===== src/rtl/iter_shifter_pkg.sv =====
// Constants shared by the iterative and barrel shifters: op codes and FSM states.
package iter_shifter_pkg;

  localparam logic [1:0] SH_SLL = 2'b00;
  localparam logic [1:0] SH_SRL = 2'b01;
  localparam logic [1:0] SH_ROL = 2'b10;
  localparam logic [1:0] SH_ROR = 2'b11;

  typedef enum logic [1:0] {
    ST_IDLE  = 2'b00,
    ST_SHIFT = 2'b01,
    ST_DONE  = 2'b10
  } state_t;

endpackage


===== src/rtl/iter_shifter_shift_step.sv =====
// Combinational single-position step of the working register.
module shift_step
  import iter_shifter_pkg::*;
#(
  parameter int W = 16
) (
  input  logic [W-1:0] data_i,
  input  logic [1:0]   op_i,
  input  logic         arith_i,
  output logic [W-1:0] data_o
);

  always_comb begin
    data_o = data_i;
    case (op_i)
      SH_SLL:  data_o = {data_i[W-2:0], 1'b0};
      // arith_i is only ever set alongside SRL, so it selects SRA here
      SH_SRL:  data_o = {(arith_i & data_i[W-1]), data_i[W-1:1]};
      SH_ROL:  data_o = {data_i[W-2:0], data_i[W-1]};
      SH_ROR:  data_o = {data_i[0], data_i[W-1:1]};
      default: data_o = data_i;
    endcase
  end

endmodule


===== src/rtl/iter_shifter.sv =====
// Multi-cycle shift/rotate unit, one bit position per cycle, valid/ready on both sides.
//   state    | meaning
//   ST_IDLE  | waiting for a request, in_ready=1
//   ST_SHIFT | stepping work register, cnt counts remaining steps
//   ST_DONE  | result held on out_data, out_valid=1 until out_ready
module iter_shifter
  import iter_shifter_pkg::*;
#(
  parameter int OPERAND_WIDTH = 16,
  parameter int SHAMT_WIDTH   = 4
) (
  input  logic                     clk,
  input  logic                     rst,
  input  logic                     in_valid,
  output logic                     in_ready,
  input  logic [OPERAND_WIDTH-1:0] in_data,
  input  logic [SHAMT_WIDTH-1:0]   sh_amt,
  input  logic [1:0]               sh_oper,
  input  logic                     sh_arith,
  output logic                     out_valid,
  input  logic                     out_ready,
  output logic [OPERAND_WIDTH-1:0] out_data
);

  localparam logic [SHAMT_WIDTH-1:0] CNT_ONE  = SHAMT_WIDTH'(1);
  localparam logic [SHAMT_WIDTH-1:0] CNT_ZERO = '0;

  state_t                     state_q, state_d;
  logic [SHAMT_WIDTH-1:0]     cnt_q, cnt_d;
  logic [OPERAND_WIDTH-1:0]   work_q, work_d;
  logic [1:0]                 op_q, op_d;
  logic                       arith_q, arith_d;
  logic                       in_ready_q, in_ready_d;
  logic                       out_valid_q, out_valid_d;
  logic [OPERAND_WIDTH-1:0]   step_val;

  shift_step #(.W(OPERAND_WIDTH)) u_step (
    .data_i  (work_q),
    .op_i    (op_q),
    .arith_i (arith_q),
    .data_o  (step_val)
  );

  always_comb begin
    state_d = state_q;
    cnt_d   = cnt_q;
    work_d  = work_q;
    op_d    = op_q;
    arith_d = arith_q;
    case (state_q)
      ST_IDLE: begin
        if (in_valid) begin
          work_d  = in_data;
          cnt_d   = sh_amt;
          op_d    = sh_oper;
          arith_d = sh_arith & (sh_oper == SH_SRL);
          state_d = (sh_amt == CNT_ZERO) ? ST_DONE : ST_SHIFT;
        end
      end
      ST_SHIFT: begin
        work_d = step_val;
        cnt_d  = cnt_q - CNT_ONE;
        if (cnt_q == CNT_ONE) state_d = ST_DONE;
      end
      ST_DONE: begin
        if (out_ready) state_d = ST_IDLE;
      end
      default: state_d = ST_IDLE;
    endcase
    // Handshake outputs are registered copies of the next-state decode
    in_ready_d  = (state_d == ST_IDLE);
    out_valid_d = (state_d == ST_DONE);
  end

  always_ff @(posedge clk) begin
    if (rst) begin
      state_q     <= ST_IDLE;
      cnt_q       <= '0;
      work_q      <= '0;
      op_q        <= SH_SLL;
      arith_q     <= 1'b0;
      in_ready_q  <= 1'b1;
      out_valid_q <= 1'b0;
    end else begin
      state_q     <= state_d;
      cnt_q       <= cnt_d;
      work_q      <= work_d;
      op_q        <= op_d;
      arith_q     <= arith_d;
      in_ready_q  <= in_ready_d;
      out_valid_q <= out_valid_d;
    end
  end

  assign in_ready  = in_ready_q;
  assign out_valid = out_valid_q;
  assign out_data  = work_q;

endmodule

===== config.mk =====
export PLATFORM = sky130hd
export DESIGN_NAME = iter_shifter
export DESIGN_NICKNAME = d
export VERILOG_FILES = /design/src/rtl/iter_shifter_pkg.sv /design/src/rtl/iter_shifter_shift_step.sv /design/src/rtl/iter_shifter.sv
export SDC_FILE = /design/constraint.sdc
export NUM_CORES = 1
export LEC_CHECK = 0
export ABC_AREA = 0
export BUFFER_PORTS_ARGS = -buffer_cell sky130_fd_sc_hd__buf_2
export CORE_AREA = 2 2 60 62
export DETAILED_ROUTE_END_ITERATION = 10
export DIE_AREA = 0 0 62 64
export GPL_TIMING_DRIVEN = 0
export PLACE_DENSITY = 0.79
export SLEW_MARGIN = 20
export SYNTH_ARGS = -nofsm -noshare
export SYNTH_HDL_FRONTEND = slang
export SYNTH_SLANG_ARGS = --single-unit

===== constraint.sdc =====
create_clock -name clk -period 3.26 [get_ports clk]
set_input_delay 0.652 -clock clk [delete_from_list [all_inputs] [get_ports clk]]
set_output_delay 0.652 -clock clk [all_outputs]
set_load 0.005 [all_outputs]

==> results of run 1 <==
## flip-flops by register name (all words and copies together), names as in the netlist
| name | count |
|---|---|
| arith_q | 1 |
| out_valid | 1 |
| out_data | 16 |
| in_ready | 1 |
| op_q | 2 |
| cnt_q | 4 |
| state_q | 2 |
## area by class of cell
cell class / instances / area, µm²
Tap cell: 46 / 57.6
Sequential cell: 27 / 541
Buffer: 10 / 80.1
Timing Repair Buffer: 43 / 215
Inverter: 5 / 18.8
Clock buffer: 3 / 22.5
Multi-Input combinational cell: 98 / 787
Clock inverter: 1 / 7.51
Fill cell: 326 / 1560
## how the worst min path moves through the flow
stage,endpoint,start,depth (start not counted),slack [ns]
floorplan,arith_q,arith_q,2,0.43
global placement,arith_q,arith_q,2,0.45
detailed placement,arith_q,arith_q,2,0.45
CTS,arith_q,arith_q,2,0.47
global route,arith_q,arith_q,2,0.49
finish,arith_q,arith_q,2,0.47
## cell usage after synthesis, types with 3 or more instances
master,number,share of area [%]
nand2_1,9,2.4
dfxtp_1,27,38
mux2i_1,14,9.8
buf_6,4,3.2
o21ai_0,4,1.4
inv_1,5,1.3
buf_2,3,1.1
a21oi_1,12,4.2
o2bb2ai_1,14,8.6
nand3b_1,3,1.6
mux2_2,14,11
## per-layer routing
layer	routed length (µm)	global-route usage, %	vias to the layer above
met5	0	0	-
met1	1460	19.5	529
met3	135	3.64	4
met2	1340	25.1	38
li1	-	-	617
met4	28	2.66	0
## per-stage QoR
step	cell area (µm²)	instances	setup WS (ns)	util (%)
detailed placement	1700	229	1.46	51.7
CTS	1730	233	1.67	52.6
finish	1730	233	1.69	52.6
floorplan	1430	140	1.73	-
global placement	1700	229	1.48	51.7
global route	1730	233	1.63	52.6
## cells by family (layout without fill, tap and decap cells)
logic type	count (synthesis)	count (layout)
AOI/OAI and AO/OA	41	41
muxes	28	28
DFF	27	27
and+or+nand+nor	27	27
buffers and inverters	15	62
adders and majority gates	2	2
## report_power, final
part / switching [mW] / internal [mW] / leakage [nW] / total (mW)
Sequential: 0.0296 / 0.364 / 0.223 / 0.393
Combinational: 0.0922 / 0.108 / 0.501 / 0.200
Clock: 0.104 / 0.0470 / 0.0139 / 0.151
Total: 0.226 / 0.518 / 0.738 / 0.744
==> flow_metrics.tcl, run 1 <==
set metrics [dict create \
    whs_ns 0.471 \
    final_antenna_net_count 0 \
    antenna_found_initial 0 \
    clk_pin_slew_ns 0.15 \
    synth_xor_area_share_pct 0 \
    grt_pass1_vias 1090 \
    start_util_pct 43.4 \
    layout_commonest_cell "buf_2" \
    synth_top_family_by_area "compound AO/OA/AOI/OAI gates" \
    rr_worst_depth 5 \
    root_buffer "clkbuf_4" \
    nets 217 \
    ys_seq_elements 27 \
    synth_edf_count 0 \
    num_vias 1188 \
    crit_required_ns 2.61 \
    grt_pass1_wl_um 4710 \
    rr_endpoint "out_valid" \
    cts.sinks 27 \
    p_leak_nw 0.738 \
    synth_compound_area_share_pct 20.9 \
    clock_skew_ns 0.00572 \
    dr.pass1.iters 4 \
    slowest_delay_ns 0.44 \
    cp.depth 1 \
    r2r_slack_ns 1.80 \
    io-pin-count 45 \
    path_cells "buf_2" \
    setup_viol 0 \
    post_cts_buffers 0 \
    cts-resized-gates 0 \
    drc 0 \
    routedWlPerCell_um 12.7 \
    hold_violations 0 \
    synth.cell_area_um2 1430 \
    diodes 0 \
    fp.dieH_um 64 \
    peakVddDrop_v 0.000331 \
    r2r_start "cnt_q[1]" \
    crit_slowest_cell "dfxtp_1" \
    async_reset_ff_share_pct 0 \
    critPathArrivalTime_ns 0.91 \
    crit_end "out_data[15]" \
    final_cell_mix "buf_2 (46), dfxtp_1 (27), mux2_2 (14), mux2i_1 (14), o2bb2ai_1 (14)" \
    place_hpwl_um 2250 \
    area_growth_pct 21.2 \
    slew_headroom_pct 72.5 \
    finalCritPeriodShare_pct 48.0 \
    ctsHoldBuffers 0 \
    max-clock-path-buffers 2 \
    portBuffers 43 \
    startpoint "out_data[15]" \
    rows 21 \
    drive_gt1_share_pct 41.2 \
    synth_adder_area_share_pct 1.75 \
    cts_buffers 3 \
    final_max_slew_viol_count 0 \
    grt_setup_unrepaired "false" \
    drtIter0Drc 29 \
    grt_max_degree 17 \
    drv_cap 0 \
    hp-class "register to register" \
    fin_tns_setup_ns 0 \
    path_delay_family "flip-flops" \
    dieArea_um2 3970 \
    max_freq_mhz 639 \
    path_buf_inv 1 \
    dieWidth_um 62 \
    place_congestion 0.852 \
    cp-end-kind "output pin" \
    worstPathMaxFanout 5 \
    synthFlopType "dfxtp_1" \
    crit_type "register to output pin" \
    avgSynthCellArea_um2 10.2 \
    yosysWarnings 0 \
    grt_usage_pct 15.1 \
    power_density_nw_per_um2 430 \
    drt-total-wl_um 2960 \
    syn_inst 140 \
    fin_crit_ns 1.57 \
    ys_seq_area_share_pct 37.9 \
    worstMarginPinSlew_ns 0.411 \
    critical_path.startpoint_type "register" \
    cts_tree "built" \
    insertion_delay_ns 0.33 \
    grt-ovfl-total 0 \
    synth.net_count 169 \
    routed_via_density 5.10 \
    synthMuxAreaShare_pct 20.9 \
    core-area_um2 3280 \
    synth.distinct_cells 34 \
    htree_levels 1 \
    synthSimpleGateAreaFrac_pct 11.7 \
    outcome "completed" \
    power_uw 744 \
]
Note: power is estimated with default switching activity, not from simulation.
==> run 2: changes to the inputs <==
==> constraint.sdc (replaced) <==
create_clock -name clk -period 1.45 [get_ports clk]
set_input_delay 0.29 -clock clk [delete_from_list [all_inputs] [get_ports clk]]
set_output_delay 0.29 -clock clk [all_outputs]
set_load 0.005 [all_outputs]
==> run 2 against run 1 <==
Largest power group unchanged. Via count is 0.17% higher. Setup slack worse by 1.6 ns. Critical path type is now register to register. Design area is 0.80% higher.
==> flow_metrics.tcl, run 2 (synthesized netlist as in run 1, its figures left out) <==
set metrics [dict create \
    crit_type "register to register" \
    max_freq_mhz 740 \
    hold_path_startpoint "sh_oper[1]" \
    num_vias 1190 \
    cts_tree "built" \
    core-area_um2 3280 \
    drt-total-wl_um 2970 \
    slew_headroom_pct 75.4 \
    fin_crit_ns 1.35 \
    hp-class "input pin to register" \
    grt_pass1_wl_um 4730 \
    worstPathMaxFanout 3 \
    cts.sinks 27 \
    grt_max_degree 17 \
    setup_viol 0 \
    place_congestion 0.852 \
    drive_gt1_share_pct 42.0 \
    final_cell_mix "buf_2 (45), dfxtp_1 (26), mux2_2 (14), mux2i_1 (14), o2bb2ai_1 (14)" \
    antenna_found_initial 0 \
    power_density_nw_per_um2 964 \
    peakVddDrop_v 0.000745 \
    grt-ovfl-total 0 \
    outcome "completed" \
    nets 218 \
    fin_tns_setup_ns 0 \
    crit_required_ns 1.72 \
    hold_end "op_q[1]" \
    worstMarginPinSlew_ns 0.368 \
    rr_endpoint "out_valid" \
    place_area_um2 1700 \
    max-clock-path-buffers 2 \
    final_cell_area_um2 1740 \
    r2r_start "cnt_q[1]" \
    ctsHoldBuffers 0 \
    grt_setup_unrepaired "true" \
    rows 21 \
    fp.dieH_um 64 \
    area_growth_pct 22.2 \
    layout_commonest_cell "buf_2" \
    grt_pass1_vias 1093 \
    largest_reg_flops 16 \
    insertion_delay_ns 0.33 \
    final_antenna_net_count 0 \
    clk_pin_slew_ns 0.15 \
    hold_violations 0 \
    portBuffers 43 \
    drv_cap 0 \
    start_util_pct 43.4 \
    dr.pass1.iters 4 \
    place_hpwl_um 2250 \
    hold_depth 3 \
    grt_usage_pct 15.2 \
    p_leak_nw 0.744 \
    drc 0 \
    diodes 0 \
    routed_via_density 5.09 \
    critical_path.startpoint_type "register" \
    final_max_slew_viol_count 0 \
    htree_levels 1 \
    cts_buffers 3 \
    cp-end-kind "register" \
    io-pin-count 45 \
    root_buffer "clkbuf_4" \
    r2r_slack_ns 0.1 \
    fillers 326 \
    drtIter0Drc 36 \
    clock_skew_ns 0.00692 \
    finalCritPeriodShare_pct 93.3 \
    critPathArrivalTime_ns 1.62 \
    dieArea_um2 3970 \
    dieWidth_um 62 \
    rr_worst_depth 5 \
    routedWlPerCell_um 12.7 \
]
run 2: cell type report:
| cell class | instances | area (µm²) | share of cell area, % |
|---|---|---|---|
| Clock buffer | 3 | 22.5 | 1.29 |
| Clock inverter | 1 | 7.51 | 0.431 |
| Sequential cell | 27 | 542 | 31.1 |
| Inverter | 5 | 18.8 | 1.08 |
| Timing Repair Buffer | 44 | 223 | 12.8 |
| Buffer | 10 | 82.6 | 4.74 |
| Tap cell | 46 | 57.6 | 3.30 |
| Multi-Input combinational cell | 98 | 790 | 45.3 |
run 2: layer usage:
layer	global-route usage (%)	vias up	wire [µm]
li1	-	620	-
met1	19.6	527	1440
met2	25.4	41	1360
met3	4.05	2	154
met4	2.13	0	14
met5	0	-	0
run 2: worst max path at each step:
stage             start      endpoint  slack [ns]  depth (start not counted)
2_1_floorplan  cnt_q[1]     out_valid        0.14                          5
3_3_place_gp        rst  out_data[12]        0.03                          5
3_5_place_dp        rst   out_data[2]        0.01                          5
4_1_cts         op_q[0]   out_data[2]        0.07                          5
5_1_grt        cnt_q[1]    state_q[1]      -0.003                          5
6_report       cnt_q[1]     out_valid         0.1                          5
run 2: where the power goes:
part	total, mW	internal [mW]	switching, mW
sequential	0.885	0.818	0.0668
clock	0.339	0.106	0.234
combinational	0.456	0.248	0.208
total	1.68	1.17	0.508
run 2: stage by stage:
stage | total power, mW | util [%] | setup WS, ns | cells | hold slack [ns]
finish | 1.68 | 53.1 | 0.0978 | 234 | 0.194
global route | 1.79 | 53.1 | -0.00279 | 234 | 0.197
CTS | 1.69 | 52.8 | 0.0739 | 233 | 0.189
detailed placement | 1.35 | 51.7 | 0.0132 | 229 | 0.454
global placement | 1.34 | 51.7 | 0.0344 | 229 | 0.447
floorplan | 1.20 | - | 0.142 | 140 | 0.426
run 2: timing repair:
item,CTS,global route
pin swaps,0,1
buffers inserted,0,1
gates resized for setup,2,1
setup endpoints to repair,2,11
run 2: critical path: stages, from the launching register on:
cell and delay [ns]:
dfxtp_2 0.36, inv_1 0.07, ha_1 0.14, or3b_4 0.39, o21ba_2 0.21, a21oi_1 0.13
